--- src/rtl/muldiv_sequencer.sv ---
// Multi-cycle unsigned multiply/divide controller that borrows the execute-stage ALU.
// Shift-add multiply and restoring divide, one ALU operation per cycle, 32 steps.
`timescale 1ns/1ps
module muldiv_sequencer #(
    parameter int WIDTH = 32
) (
    input  logic             clk,
    input  logic             reset,
    input  logic             start,
    input  logic             op,
    input  logic [WIDTH-1:0] src_a,
    input  logic [WIDTH-1:0] src_b,
    input  logic [WIDTH-1:0] alu_result,
    output logic             busy,
    output logic             done,
    output logic [WIDTH-1:0] hi,
    output logic [WIDTH-1:0] lo,
    output logic             alu_sel,
    output logic [WIDTH-1:0] alu_a,
    output logic [WIDTH-1:0] alu_b,
    output logic [2:0]       alu_control
);

    localparam logic [2:0] ALU_ADD = 3'b010;
    localparam logic [2:0] ALU_SUB = 3'b110;

    typedef enum logic [1:0] {
        IDLE = 2'd0,
        RUN  = 2'd1,
        DONE = 2'd2
    } state_t;

    state_t           state;
    state_t           state_next;
    logic [WIDTH-1:0] opnd;
    logic             op_r;
    logic [5:0]       count;
    logic [WIDTH-1:0] rem;
    logic             msb;
    logic             carry;
    logic             quot;

    always_ff @(posedge clk) begin
        if (reset) begin
            state <= IDLE;
        end else begin
            state <= state_next;
        end
    end

    // A zero divisor has a fixed answer, so it bypasses RUN entirely.
    always_comb begin
        state_next  = state;
        busy        = 1'b0;
        done        = 1'b0;
        alu_sel     = 1'b0;
        alu_a       = '0;
        alu_b       = '0;
        alu_control = ALU_ADD;
        rem         = {hi[WIDTH-2:0], lo[WIDTH-1]};
        msb         = hi[WIDTH-1];
        carry       = 1'b0;
        quot        = 1'b0;
        case (state)
            IDLE: begin
                if (start) begin
                    state_next = (op && src_b == '0) ? DONE : RUN;
                end
            end
            RUN: begin
                busy    = 1'b1;
                alu_sel = 1'b1;
                if (op_r) begin
                    alu_a       = rem;
                    alu_b       = opnd;
                    alu_control = ALU_SUB;
                    quot        = msb | (rem >= opnd);
                end else begin
                    alu_a       = hi;
                    alu_b       = lo[0] ? opnd : '0;
                    alu_control = ALU_ADD;
                    carry       = (alu_result < hi);
                end
                if (count == 6'd31) begin
                    state_next = DONE;
                end
            end
            DONE: begin
                busy       = 1'b1;
                done       = 1'b1;
                state_next = IDLE;
            end
            default: begin
                state_next = IDLE;
            end
        endcase
    end

    // The ALU add drops its carry-out, so it is recovered by comparing the sum with hi.
    always_ff @(posedge clk) begin
        if (reset) begin
            hi    <= '0;
            lo    <= '0;
            opnd  <= '0;
            op_r  <= 1'b0;
            count <= '0;
        end else begin
            case (state)
                IDLE: begin
                    if (start) begin
                        op_r  <= op;
                        count <= '0;
                        hi    <= '0;
                        if (op) begin
                            lo   <= src_a;
                            opnd <= src_b;
                            if (src_b == '0) begin
                                hi <= src_a;
                                lo <= '1;
                            end
                        end else begin
                            lo   <= src_b;
                            opnd <= src_a;
                        end
                    end
                end
                RUN: begin
                    count <= count + 6'd1;
                    if (op_r) begin
                        hi <= quot ? alu_result : rem;
                        lo <= {lo[WIDTH-2:0], quot};
                    end else begin
                        {hi, lo} <= {carry, alu_result, lo[WIDTH-1:1]};
                    end
                end
                default: begin
                end
            endcase
        end
    end

endmodule

--- config.mk ---
export PLATFORM = sky130hd
export DESIGN_NAME = muldiv_sequencer
export DESIGN_NICKNAME = d
export VERILOG_FILES = /design/src/rtl/muldiv_sequencer.sv
export SDC_FILE = /design/constraint.sdc
export NUM_CORES = 1
export LEC_CHECK = 0
export CAP_MARGIN = 20
export CORE_MARGIN = 2
export CORE_UTILIZATION = 50
export DETAILED_ROUTE_END_ITERATION = 8
export GPL_ROUTABILITY_DRIVEN = 0
export PLACE_DENSITY = 0.9
export SYNTH_ARGS = -nofsm -noshare
export SYNTH_HDL_FRONTEND = slang
export SYNTH_SLANG_ARGS = --single-unit
--- constraint.sdc ---
create_clock -name clk -period 3.06 [get_ports clk]
set_input_delay 0.612 -clock clk [delete_from_list [all_inputs] [get_ports clk]]
set_output_delay 0.612 -clock clk [all_outputs]
set_load 0.01 [all_outputs]
==> metrics.txt, run 1 <==
fmax 348 MHz; CTS Buffer Depth 2; TritonRoute pass-1 iters 7; all-layer global routing usage 32.0%; Setup Fix Bufs, Post-CTS 0; Post-synth EDFFs 0; final hold vios 0; Logic pwr share 46.2%; Die W 138 um; pre-CTS setup slack -20.7 ps; R2R depth 8; antenna-violating nets left 0; setup ws final 189 ps; Worst-Margin Slew 1030 ps; Layout Skew 5.74 ps; Synth Net Count 1280; Syn Std Cell Area 8960 um^2; RSZ-0062 raised after global routing false; crit path capture type output port; Arr. time, crit path 2260 ps; syn_area_per_cell 8.05 um^2; WHS Endpoint count[1]; pwr dens 486 nW/um^2; largest fanout on the critical path 27; CTS tree yes; period utilisation layout 93.8%; Net Sw Frac 39.8%; slew margin rel. 31.3%; commonest cells after routing, fill and taps aside clkdlybuf4s50_1, nor2_1, a21oi_1; DP Area 11400 um^2; synth-to-layout area growth 31.6%; largest net degree at the start of global routing 101; count of final setup violators 0; Initial Utilization 51.5%; DR iter-0 viols 1242; Max Cap Viol 0; port bufs 231; Finished Cell Area 11800 um^2; layout cells sized above 1 10.2%; Crit Path Category flip-flop to output port; Routed WL per cell 20.7 um; Hold Path Class flip-flop to flip-flop; via count 9893; outcome finished clean; Num CTS Buffers 9; sequential share of power 31.3%; Top FF cell, synth dfxtp_1; gr ovfl total 0; vias in the first global route 9069; Sw Pwr 2.28 mW; clock slew at reported path FFs 70 ps; Period minus WS final 2870 ps; # IOs 234; Critical Path, Cell by Cell inv_1 > ha_2 > inv_2 > buf_4 > nor2_1 > clkdlybuf4s50_1; Hold Startpoint count[1]; worst r2r src hi[10]; root buffer cell clkbuf_16; crit path launch type flip-flop; Final Total Pwr 5.73 mW; cells after synthesis 1113; row count 48; final wirelength 31500 um; Yosys cell types 54; die height 138 um; ys async rst share 0%; first-pass GRT wire length 47900 um; clk sink count 105; Yosys warnings 0; Critical Path RT 2450 ps; Final Max Tran Viols 0; VDD IR max 278 uV; # DRC 0; Clk pwr share 22.6%; fin nets 1460; Worst R2R Setup Slack 200 ps; area of the core 17400 um^2; Via density 6.49; Max stage delay on crit path 500 ps; Slowest-stage cell, CP clkdlybuf4s50_1; CTS H-tree lvls 3; worst hold path depth 2; internal power 3.45 mW; initial antenna violation count 0; DP HPWL 23100 um; commonest non-fill, non-tap cell in the layout clkdlybuf4s50_1; Seq/Total Area, Yosys 23.5%; die footprint 19000 um^2; register bit total from synthesis 105; P_leak 4.21 nW; worst skew pair latency 350 ps; terminus of the critical flop-to-flop path hi[30]
what timing repair did:
item | 4_1_cts | 5_1_grt
hold buffers | 0 | 0
hold endpoints to repair | 0 | 0
setup endpoints to repair | 14 | 7
resized for setup | 1 | 1
power groups by stage:
stage	Sequential (mW)	Combinational [mW]	Clock, mW
3_3_place_gp	1.80	2.48	0
2_1_floorplan	1.80	1.59	0
6_report	1.79	2.65	1.30
3_5_place_dp	1.81	2.55	0
5_1_grt	1.81	2.84	1.35
4_1_cts	1.78	2.58	1.29
worst max-delay path, delay by kind of cell, from the launching register on:
family / cells / cell delay (ps)
and+or+nand+nor: 1 / 100
adders and majority gates: 1 / 180
DFF: 1 / 340
buffers and inverters: 4 / 1270
worst max-delay path by stage:
| stage | startpoint | endpoint | slack [ps] | depth (start not counted) |
|---|---|---|---|---|
| after CTS | op_r | alu_b[21] | 80 | 4 |
| after global placement | src_b[27] | lo[30] | 20 | 9 |
| after global routing | src_b[0] | lo[1] | 10 | 9 |
| after detailed placement | src_b[27] | lo[10] | -20 | 9 |
| after floorplan | lo[31] | hi[1] | 870 | 11 |
| final | state[1] | alu_a[21] | 190 | 6 |
kinds of logic (layout without fill, tap and decap cells):
group,Yosys count,in the layout,share of synthesized area [%]
adder cells (fa/ha/maj),67,67,9.35
AO/OA/AOI/OAI,318,318,27.2
multiplexers,126,126,14.1
flip-flops,105,105,23.5
other,2,3,0.0838
buffers and inverters,173,358,8.14
XOR/XNOR,4,4,0.391
AND/OR/NAND/NOR,318,318,17.3
Yosys cell counts (2+ instances only):
| cell type | n | area share (%) |
|---|---|---|
| a21oi_1 | 143 | 8.0 |
| nand4_1 | 44 | 3.1 |
| nand2_1 | 23 | 0.96 |
| o21ai_1 | 3 | 0.17 |
| nor2b_1 | 2 | 0.14 |
| nand2b_1 | 3 | 0.21 |
| o21a_1 | 2 | 0.17 |
| nor3_1 | 39 | 2.2 |
| buf_2 | 19 | 1.1 |
| buf_1 | 25 | 1.0 |
| nand3b_1 | 32 | 2.7 |
| a211oi_2 | 2 | 0.28 |
| inv_2 | 2 | 0.084 |
| a221oi_1 | 4 | 0.39 |
| o22ai_1 | 31 | 2.2 |
| buf_6 | 3 | 0.38 |
| and2_1 | 3 | 0.21 |
| o21ai_0 | 13 | 0.73 |
| mux2i_1 | 126 | 14 |
| nor4_1 | 7 | 0.49 |
| a221oi_2 | 58 | 9.7 |
| ha_1 | 67 | 9.4 |
| nor2_1 | 150 | 6.3 |
| clkbuf_1 | 47 | 2.0 |
| a211oi_1 | 40 | 3.4 |
| xor2_1 | 4 | 0.39 |
| a31oi_1 | 5 | 0.35 |
| inv_1 | 68 | 2.8 |
| conb_1 | 2 | 0.084 |
| o211ai_2 | 2 | 0.28 |
| o211ai_1 | 2 | 0.17 |
| nand3_1 | 8 | 0.45 |
| dfxtp_1 | 105 | 23 |
| buf_4 | 9 | 0.75 |
layout make-up:
cell class | instances | area, um^2
multi-input cells | 835 | 6160
well taps | 225 | 282
inverters | 70 | 263
clock inverters | 2 | 60.1
repair buffers | 272 | 2660
fillers | 1353 | 5620
diodes | 1 | 2.50
clock buffers | 14 | 264
flip-flops and latches | 105 | 2110
through the flow:
stage	setup TNS (ps)	hold WS (ps)	instances	util (%)
finish	0	492	1524	67.8
global route	0	513	1523	67.7
CTS	0	489	1522	67.6
detailed placement	-85.9	479	1506	65.7
global placement	0	464	1506	65.7
floorplan	0	449	1113	-
state kept, by name (all words and copies together) (netlist names):
signal	cells
count	6
hi	32
state	2
lo	32
opnd	32
op_r	1
per-layer routing:
layer	vias to the layer above	share of wire, %	GRT usage, %
met5	-	0	0
met4	0	4.2	14.9
met3	93	11	5.30
met2	610	44	49.6
met1	4696	41	43.5
li1	4494	-	-
Power figures use the tool's default switching activity.
==> run 2, diff against run 1 <==
--- a/config.mk
+++ b/config.mk
@@ -8,6 +8,7 @@
 export CAP_MARGIN = 20
 export CORE_MARGIN = 2
 export CORE_UTILIZATION = 50
+export CTS_CLUSTER_DIAMETER = 80
 export DETAILED_ROUTE_END_ITERATION = 8
 export GPL_ROUTABILITY_DRIVEN = 0
 export PLACE_DENSITY = 0.9
==> results of run 2 <==
The final DEF is identical to that of run 1; final timing and power are the same.
==> patch (config.mk and constraints of run 2) <==
Re-encode `state_t` (3 states) as one-hot, 3 bits wide.
--- a/src/rtl/muldiv_sequencer.sv
+++ b/src/rtl/muldiv_sequencer.sv
@@ -24,10 +24,10 @@
     localparam logic [2:0] ALU_ADD = 3'b010;
     localparam logic [2:0] ALU_SUB = 3'b110;
 
-    typedef enum logic [1:0] {
-        IDLE = 2'd0,
-        RUN  = 2'd1,
-        DONE = 2'd2
+    typedef enum logic [2:0] {
+        IDLE = 3'b001,
+        RUN  = 3'b010,
+        DONE = 3'b100
     } state_t;
 
     state_t           state;
Check against the original RTL: same outputs for any inputs over 4 cycles, from zero or initial values and one cycle with reset high; so few cycles prove little.
==> patch against run 2 <==
  * Wire length down 8.8%
  * Critical path type unchanged
  * Synthesized area down 10%
  * Largest cell class unchanged
  * First-iteration DRC count fell by 28%
  * Worst setup slack worse by 0.054 ns
  * Sequential cell count up 1
  * Final area shrank 6.9%
Power is not compared: it rests on default switching activity, and its combinational part moved more than twofold at a synthesized area within 25%.
==> patch: results (changes against run 2) <==
Timing
  • Post-route clock skew: 0.00863 ns (+0.00289 ns)
  • Highest achievable clock rate: 342 MHz (-1.8%)
  • Post-route worst hold slack: 0.504 ns (+0.0124 ns)
  • Max transition margin: 49.5% (+18 points)

Setup path
  • Register-to-register path setup slack: 0.24 ns (+0.04 ns)
  • Highest net fanout along the worst path: 11 (-59%)
  • End of the critical path: alu_control[2]
  • Reg2reg start: hi[29]$_SDFFE_PP0P_
  • R2R Path End: hi[0]$_SDFFE_PP0P_
  • Cell type of the slowest stage on the worst timing path: clkdlybuf4s50_1
  • Maximum single-stage delay on the critical path: 0.55 ns (+0.05 ns)
  • Crit path arrival time: 2.31 ns (+0.05 ns)
  • Category of cells accounting for the largest share of critical-path delay: buffers and inverters

Clock network
  • Register clock-pin slew on the reported worst setup and hold paths: 0.07 ns (about the same)
  • Clock sink count: 106 (+0.95%)

Synthesis
  • Synthesized Nets: 1179 (-7.9%)
  • Most frequent cells after synthesis: mux2i_1, dfxtp_1, a21oi_1
  • Mean area per synthesized cell: 7.93 µm² (-1.5%)
  • Warnings from Yosys: 0 (unchanged)
  • Synthesized instance count: 1015 (-8.8%)
  • Count of cell types in the netlist: 56 (+3.7%)
  • Dominant cells by area after synthesis: dfxtp_1, mux2i_1, ha_1, a21oi_1, o211ai_1
  • Part of the Yosys area used for sequential elements: 26.4% (+2.9 points)

Global route
  • Global routing met2 resource utilization: 50.5% (+0.96 points)
  • GR Util met3: 6.76% (+1.5 points)
  • Total routing usage reported by global routing: 33.1% (+1.1 points)
  • Met1 layer usage reported by global route: 44.3% (+0.81 points)
  • Vias in the first global route: 8464 (-6.7%)
  • Maximum number of pins on one net before global-route repair: 59 (-42%)
  • First-pass GRT wire length: 44.7 mm (-6.8%)

Power
  • Max VDD drop: approximately 290 µV

Placed design
  • Placement Setup Slack: 0.137 ns (+0.158 ns)
  • HPWL Detailed: 21.5 mm (-7.1%)
  • Dpl cell area: 10700 µm² (-6.9%)

Drt
  • Total iterations of the first detailed-routing run: 5 (-2)
  • Post-DR vias/cell: 6.29 (-3.1%)
  • Vias after detailed routing: 8998 (-9.0%)
  • First-iteration detailed-routing DRC count: 892 (-28%)
  • Total detailed-routing wirelength: 28.7 mm (-8.8%)
  • Met2 Routed Length: 12.7 mm (-9.0%)
  • Wire length on met1: 11.5 mm (-10%)
  • Routed wl met3: 3.06 mm (-9.5%)

Layout
  • Fraction of final layout cells with drive strength greater than 1: 6.01% (-4.2 points)
  • Buffering overhead: 24.1% (+1.6 points)
  • Clock buffer cells: 12 (-2)
  • Nets: 1374 (-5.9%)
  • Clock-cell share of area: 2.85% (+0.10 points)
  • Layout area overhead: 36.5%
  • Inserted Diodes: 0 (-1)
  • Multi-In Gates: 757 (-9.3%)
  • Fillers: 1227 (-9.3%)
  • Count of plain and timing-repair buffers: 267 (-1.8%)
  • Total area of multi-input combinational cells: 5370 µm² (-13%)
  • Seq area share: 19.3% (+1.5 points)

Min path
  • Hold_sp: opnd[14]$_SDFFE_PP0P_
  • Capture endpoint of the worst hold path: opnd[14]$_SDFFE_PP0P_

Status
  • Run status: finished, final reports clean
[patch: cell count changes after synthesis, sizes merged, moves of 37 or more]
cell	before	now
o211ai	4	59
a221oi	62	4
nand2	23	66
a21oi	144	90
nor2	151	87
nand4	44	7
[patch: power groups by stage]
stage / logic, mW / registers, mW / clock network (mW)
after detailed placement: 1.16 / 1.64 / 0
after CTS: 1.17 / 1.60 / 1.25
after global placement: 1.13 / 1.63 / 0
final: 1.19 / 1.61 / 1.24
after floorplan: 0.637 / 1.63 / 0
after global routing: 1.29 / 1.62 / 1.31
[patch: logic make-up after synthesis]
logic type,count (synthesis),synth area share (%)
flops,106,26.4
mux,127,15.9
compound gates,317,26.3
fa+ha+maj,64,9.95
simple gates,247,14.1
other cells,2,0.0933
buf+inv,152,7.38
[patch: timing repair]
item                       CTS  global route
setup endpoints to repair    1             0
gates resized for setup      1             0
hold endpoints to repair     0             0
